### config.mk
export PLATFORM = sky130hd
export DESIGN_NAME = servo_multi_drv
export DESIGN_NICKNAME = d
export VERILOG_FILES = /design/src/rtl/servo_pkg.sv /design/src/rtl/servo_multi_drv_if.sv /design/src/rtl/servo_ch.sv /design/src/rtl/servo_multi_drv.sv
export SDC_FILE = /design/constraint.sdc
export NUM_CORES = 1
export LEC_CHECK = 0
export ABC_AREA = 1
export CAP_MARGIN = 20
export CORE_MARGIN = 5
export CORE_UTILIZATION = 47
export DETAILED_ROUTE_END_ITERATION = 12
export PLACE_DENSITY = 0.66
export SETUP_SLACK_MARGIN = 0.2
export SYNTH_ARGS = -nofsm -noshare
export SYNTH_HDL_FRONTEND = slang
export SYNTH_SLANG_ARGS = --single-unit
### constraint.sdc
create_clock -name CK_i -period 6.7 [get_ports CK_i]
set_clock_uncertainty 0.15 [all_clocks]
set_input_delay 1.34 -clock CK_i [delete_from_list [all_inputs] [get_ports CK_i]]
set_output_delay 1.34 -clock CK_i [all_outputs]
set_load 0.05 [all_outputs]
### src/rtl/servo_pkg.sv
// servo_pkg: shared helpers and configuration bounds for servo_multi_drv.
// Holds clog2, microsecond-to-tick conversion and code-to-width scaling.
package servo_pkg;

  localparam int CH_MIN  = 1;
  localparam int CH_MAX  = 16;
  localparam int DAT_MIN = 4;
  localparam int DAT_MAX = 16;

  // Never returns less than 1 so that single-entry selects keep a port.
  function automatic int clog2(input longint n);
    int r;
    r = 0;
    for (int i = 0; i < 62; i++) begin
      if ((longint'(1) << i) < n) begin
        r = i + 1;
      end
    end
    return (r < 1) ? 1 : r;
  endfunction

  function automatic int ticks(
    input longint us,
    input longint fck
  );
    return int'(us * (fck / 1000) / 1000);
  endfunction

  function automatic int code_ticks(
    input int code,
    input int dat_w,
    input int bottom,
    input int top
  );
    longint prod;
    prod = longint'(code) * longint'(top - bottom);
    return bottom + int'(prod >> dat_w);
  endfunction

endpackage

### src/rtl/servo_multi_drv_if.sv
// servo_multi_drv_if: position write bus fanned out to every channel.
// The master side drives one word per cycle while wr is high.
interface servo_multi_drv_if #(
  parameter int CH_W  = 2,
  parameter int DAT_W = 8
);

  logic             wr;
  logic [CH_W-1:0]  ch;
  logic [DAT_W-1:0] dat;

  modport master (
    output wr,
    output ch,
    output dat
  );

  modport slave (
    input wr,
    input ch,
    input dat
  );

endinterface

### src/rtl/servo_ch.sv
// servo_ch: one channel's shadow/active width registers and pulse compare.
// Define SERVO_MULTI_SLEW_EN to rate-limit the active width per frame.
module servo_ch
  import servo_pkg::*;
#(
  parameter int W      = 15,
  parameter int CH_W   = 2,
  parameter int DAT_W  = 8,
  parameter int IDX    = 0,
  parameter int BOTTOM = 500,
  parameter int TOP    = 2400,
  parameter int SLEW   = 100
) (
  input  logic             clk,
  input  logic             rst_n,
  servo_multi_drv_if.slave bus,
  input  logic             wrap,
  input  logic [W-1:0]     cnt,
  output logic             servo
);

  localparam int PW = DAT_W + W;

  localparam logic [W-1:0] MID =
    W'(code_ticks(1 << (DAT_W - 1), DAT_W, BOTTOM, TOP));
  localparam logic [W-1:0] BASE = W'(BOTTOM);
  localparam logic [W-1:0] SPAN = W'(TOP - BOTTOM);

  if (SLEW < 1) begin : g_bad_slew
    $error("servo_ch: slew step must be at least one tick");
  end

  logic          hit;
  logic [PW-1:0] prod;
  logic [W-1:0]  width;
  logic [W-1:0]  shadow;
  logic [W-1:0]  active;
  logic [W-1:0]  target;

  assign hit = bus.wr && (bus.ch == CH_W'(IDX));

  // Full-width product; the shifted result is always below SPAN.
  assign prod  = PW'(bus.dat) * PW'(SPAN);
  assign width = W'(PW'(BASE) + (prod >> DAT_W));

`ifdef SERVO_MULTI_SLEW_EN
  localparam logic [W-1:0] STEP = W'(SLEW);

  always_comb begin
    target = shadow;
    if (shadow > active) begin
      if (shadow - active > STEP) begin
        target = active + STEP;
      end
    end else if (active > shadow) begin
      if (active - shadow > STEP) begin
        target = active - STEP;
      end
    end
  end
`else
  assign target = shadow;
`endif

  always_ff @(posedge clk) begin
    if (!rst_n) begin
      shadow <= MID;
      active <= MID;
      servo  <= 1'b0;
    end else begin
      if (hit) begin
        shadow <= width;
      end
      if (wrap) begin
        active <= target;
      end
      servo <= (cnt < active);
    end
  end

endmodule

### src/rtl/servo_multi_drv.sv
// servo_multi_drv: multi-channel servo pulse generator on a shared frame.
// Define SERVO_MULTI_SLEW_EN to enable per-frame slew limiting.
module servo_multi_drv
  import servo_pkg::*;
#(
  parameter int C_FCK     = 48_000_000,
  parameter int C_TFRAME  = 20_000,
  parameter int C_TBOTTOM = 500,
  parameter int C_TTOP    = 2_400,
  parameter int C_CH      = 4,
  parameter int C_DAT_W   = 8,
  parameter int C_SLEW    = 100
) (
  input  logic                     CK_i,
  input  logic                     XARST_i,
  input  logic                     WR_i,
  input  logic [clog2(C_CH)-1:0]   WR_CH_i,
  input  logic [C_DAT_W-1:0]       DAT_i,
  output logic [C_CH-1:0]          SERVO_o,
  output logic                     FRAME_o
);

  localparam int C_FRAME  = ticks(C_TFRAME, C_FCK);
  localparam int C_BOTTOM = ticks(C_TBOTTOM, C_FCK);
  localparam int C_TOP    = ticks(C_TTOP, C_FCK);
  localparam int W        = clog2(C_FRAME);
  localparam int CH_W     = clog2(C_CH);

  localparam logic [W-1:0] LAST  = W'(C_FRAME - 1);
  localparam logic [W-1:0] TOP_W = W'(C_TOP);

  if (!(C_BOTTOM < C_TOP && C_TOP < C_FRAME)) begin : g_bad_ticks
    $error("servo_multi_drv: need C_BOTTOM < C_TOP < C_FRAME");
  end

  if (C_CH < CH_MIN || C_CH > CH_MAX) begin : g_bad_ch
    $error("servo_multi_drv: channel count out of range");
  end

  if (C_DAT_W < DAT_MIN || C_DAT_W > DAT_MAX) begin : g_bad_dat
    $error("servo_multi_drv: code width out of range");
  end

  servo_multi_drv_if #(
    .CH_W  (CH_W),
    .DAT_W (C_DAT_W)
  ) bus ();

  assign bus.wr  = WR_i;
  assign bus.ch  = WR_CH_i;
  assign bus.dat = DAT_i;

  logic [W-1:0] cnt;
  logic         wrap;

  assign wrap = (cnt == LAST);

  // Outputs are registered from the pre-edge count, so count 0 is the
  // first high cycle of every frame.
  always_ff @(posedge CK_i) begin
    if (!XARST_i) begin
      cnt     <= '0;
      FRAME_o <= 1'b0;
    end else begin
      cnt     <= wrap ? '0 : cnt + 1'b1;
      FRAME_o <= (cnt < TOP_W);
    end
  end

  for (genvar n = 0; n < C_CH; n++) begin : g_ch
    servo_ch #(
      .W      (W),
      .CH_W   (CH_W),
      .DAT_W  (C_DAT_W),
      .IDX    (n),
      .BOTTOM (C_BOTTOM),
      .TOP    (C_TOP),
      .SLEW   (C_SLEW)
    ) u_ch (
      .clk   (CK_i),
      .rst_n (XARST_i),
      .bus   (bus),
      .wrap  (wrap),
      .cnt   (cnt),
      .servo (SERVO_o[n])
    );
  end

endmodule

==> flow_summary_export.csv <==
group,metric,value,unit
hold_path,min_from,"g_ch[2].u_ch.active[17]$_SDFFE_PN0P_",
floorplan,core,19530,sq um
timing,hold_viol,0,
drt,routed_via_density,5.166,
cells_and_area,drive_gt1_frac,0.07022,
power,clockPowerShare,0.349,
synth,seq_area_frac_synth,0.3622,
clocking,cts_setup_buffers,0,
global_route,gr-usage-met2,0.3271,
power,p_per_area,271.0,nW/um^2
timing,slew_violations,0,
clocking,cts_hold_buf,0,
clocking,clk_latency,0.43,ns
floorplan,start_util,0.4783,
power,p_sw_frac,0.3486,
clocking,clkSlewWorstSetupHoldPaths,0.07,ns
clocking,clock_sinks,169,
power,switching_power,0.9695,mW
critical_path,critPathRequiredTime,6.88,ns
critical_path,cp-startpoint,"DAT_i[2]",
critical_path,cp-start-kind,"input port",
drt,routedWlPerCell,14.60,um
synth,synthArstFlopShare,0,
placement,dpl.hpwl,15450,um
global_route,grt_antenna_before_repair,0,
synth,syn_nets,1369,
clocking,htreeDepth,4,
power,vdd_drop_max,0.1730,mV
drt,route.detailed.drc,0,
drt,vias,7769,
timing,fmax,0.1972,GHz
cells_and_area,n_fill_cell,1945,
power,p_leak,4.913,nW
clocking,post_cts_resized,0,
job,cap_violations,0,
timing,rsz0062_at_grt,"false",
floorplan,die_x,151.0,um
critical_path,worstReg2RegStart,"cnt[1]$_SDFF_PP0_",
synth,syn_area,9340,sq um
drt,first_iter_violations,406,
timing,fin_setup_tns,0,ns
floorplan,rows,51,
power,seqPwrFrac,0.379,
global_route,grtUsageMet3,0.02813,
timing,final.period_utilization,0.7569,
critical_path,path_class,"input port to flop",
cells_and_area,diodes,0,
global_route,busiest_layer,"met2",
clocking,numCtsBuffers,17,
timing,finalSetupViolCount,0,
synth,syn-instance-count,1232,
global_route,grt_pass1_vias,7077,
global_route,met1_usage,0.2774,
timing,tightest_slew,1.038,ns
global_route,grt_max_degree,83,
floorplan,dieArea,22790,sq um
synth,avgSynthCellArea,7.581,sq um
drt,routed_wl,21960,um
floorplan,ios,18,
cells_and_area,utilization,0.5256,
global_route,grt_pass1_wl,35910,um
global_route,overflow,0,
floorplan,die_y,151.0,um
power,pwr-share-comb,0.271,
cells_and_area,syn2layout_area_growth,9.872,%
clocking,cts_tree,"built",
drt,drtPass1Iterations,6,
clocking,cts_buffer_depth,2,
critical_path,critPathCaptureType,"flop",
timing,min_period,5.071,ns
placement,gp_congestion,0.8640,
power,p_int,1.812,mW
synth,yosys_warnings,0,
synth,synth_cell_types,43,
status,status,"finished clean",
timing,max_slew_margin,0.3071,
global_route,grt_usage,0.1994,
critical_path,arrival,5.25,ns
placement,numPortBuffers,17,
cells_and_area,nets,1363,
hold_path,hold_path.class,"flop to flop",
clocking,cts-root-buf,"clkbuf_16",
critical_path,worstPathMaxFanout,8,
synth,synth-edff-count,0,
synth,synth_flop_cell,"dfxtp_1",
drt,antenna_left,0,
synth,ys_ff_latch,169,
## cell usage after synthesis, types with 2 or more instances
cell type / count / area, sq um
dfxtp_1: 169 / 3383
a21oi_1: 147 / 735.7
nand4_1: 6 / 37.54
clkbuf_1: 35 / 131.4
nand3_1: 64 / 320.3
nor2_1: 112 / 420.4
nand2_2: 15 / 93.84
nor3_1: 10 / 50.05
o21a_1: 8 / 60.06
buf_2: 5 / 25.02
nor2_4: 2 / 22.52
o311ai_0: 3 / 26.28
nand3_2: 5 / 50.05
nor3_2: 2 / 20.02
nor4_2: 2 / 25.02
nand2_1: 187 / 701.9
inv_1: 168 / 630.6
nand3b_1: 2 / 15.01
buf_4: 7 / 52.55
nor2_2: 6 / 37.54
o21ai_1: 18 / 90.09
inv_2: 6 / 22.52
o211ai_1: 5 / 37.54
nor4_1: 2 / 12.51
xor2_1: 5 / 43.79
a31oi_1: 2 / 12.51
fa_1: 11 / 220.2
ha_1: 113 / 1414
o21ai_0: 101 / 505.5
## final cells by class
cell class,instances,area (sq um),share of cell area
clock buffer,17,425.4,0.04145
multi-input combinational,841,5101,0.4971
inverter,174,653.1,0.06364
sequential,169,3383,0.3297
timing repair buffer,23,210.2,0.02048
tap,265,331.6,0.03231
clock inverter,15,157.7,0.01536
## stage by stage
stage	hold slack, ns	total power [mW]	std cells	setup WS (ns)	area (sq um)
final	0.3087	2.781	1504	1.629	10260
after CTS	0.3098	2.798	1504	1.640	10260
after detailed placement	0.2925	1.825	1472	1.183	9679
after floorplan	0.2792	1.641	1232	2.145	9340
after global placement	0.2888	1.817	1472	1.242	9679
after global routing	0.3224	2.939	1504	1.374	10260
## per-layer routing
| layer | vias up | wire (um) |
|---|---|---|
| met3 | 16 | 811 |
| li1 | 4029 | - |
| met4 | 0 | 187 |
| met5 | - | 0 |
| met2 | 133 | 10150 |
| met1 | 3591 | 10810 |
## worst max-delay path, stage by stage
cell and delay (ns):
clkdlybuf4s50_1 0.68, ha_1 0.30, ha_1 0.31, fa_1 0.53, fa_1 0.49, ha_1 0.39
nand2_1 0.09, nand2_1 0.10, a21oi_1 0.20, nand3_1 0.10, nand2_1 0.08, and2_4 0.18
nand2_1 0.07, nand2_2 0.11, nand3_2 0.11, nand3_1 0.11, nand2_1 0.05
## final timing paths
kind / to / slack (ns) / depth (start not counted)
hold / removal: g_ch[2].u_ch.active[17]$_SDFFE_PN0P_ / 0.31 / 2
setup reg to reg: g_ch[1].u_ch.active[6]$_SDFFE_PN1P_ / 2.98 / 11
setup / recovery: g_ch[3].u_ch.shadow[16]$_SDFFE_PN1P_ / 1.63 / 17
hold reg to reg: g_ch[2].u_ch.active[17]$_SDFFE_PN0P_ / 0.31 / 2
## power groups by stage
stage          Combinational, mW  Clock, mW  Sequential [mW]
2_1_floorplan              0.569          0             1.07
3_3_place_gp               0.740          0             1.08
3_5_place_dp               0.748          0             1.08
4_1_cts                    0.753      0.991             1.05
5_1_grt                    0.847       1.03             1.06
6_report                   0.754      0.972             1.06
## sequential cells by signal (all words and copies together) (netlist names)
name	flops
g_ch.u_ch.active	72
g_ch.u_ch.shadow	72
cnt	20
g_ch.u_ch.servo	4
FRAME_o	1
## cells by family after synthesis
logic type               after synthesis  synth area share
buffers and inverters                222           0.09270
flip-flops                           169            0.3622
AND/OR/NAND/NOR                      423            0.2023
XOR/XNOR                               8          0.009110
adder cells (fa/ha/maj)              124            0.1750
AO/OA/AOI/OAI                        286            0.1587
## cells in the final DEF, fill, tap and decap left out, types with 17 or more instances in the layout
| cell | Yosys | layout |
|---|---|---|
| nand3_1 | 64 | 64 |
| o21ai_1 | 18 | 18 |
| dfxtp_1 | 169 | 169 |
| clkbuf_16 | 0 | 17 |
| ha_1 | 113 | 113 |
| nor2_1 | 112 | 112 |
| a21oi_1 | 147 | 147 |
| nand2_1 | 187 | 187 |
| o21ai_0 | 101 | 101 |
| inv_1 | 168 | 168 |
No activity file was read; power rests on OpenSTA's default activity.
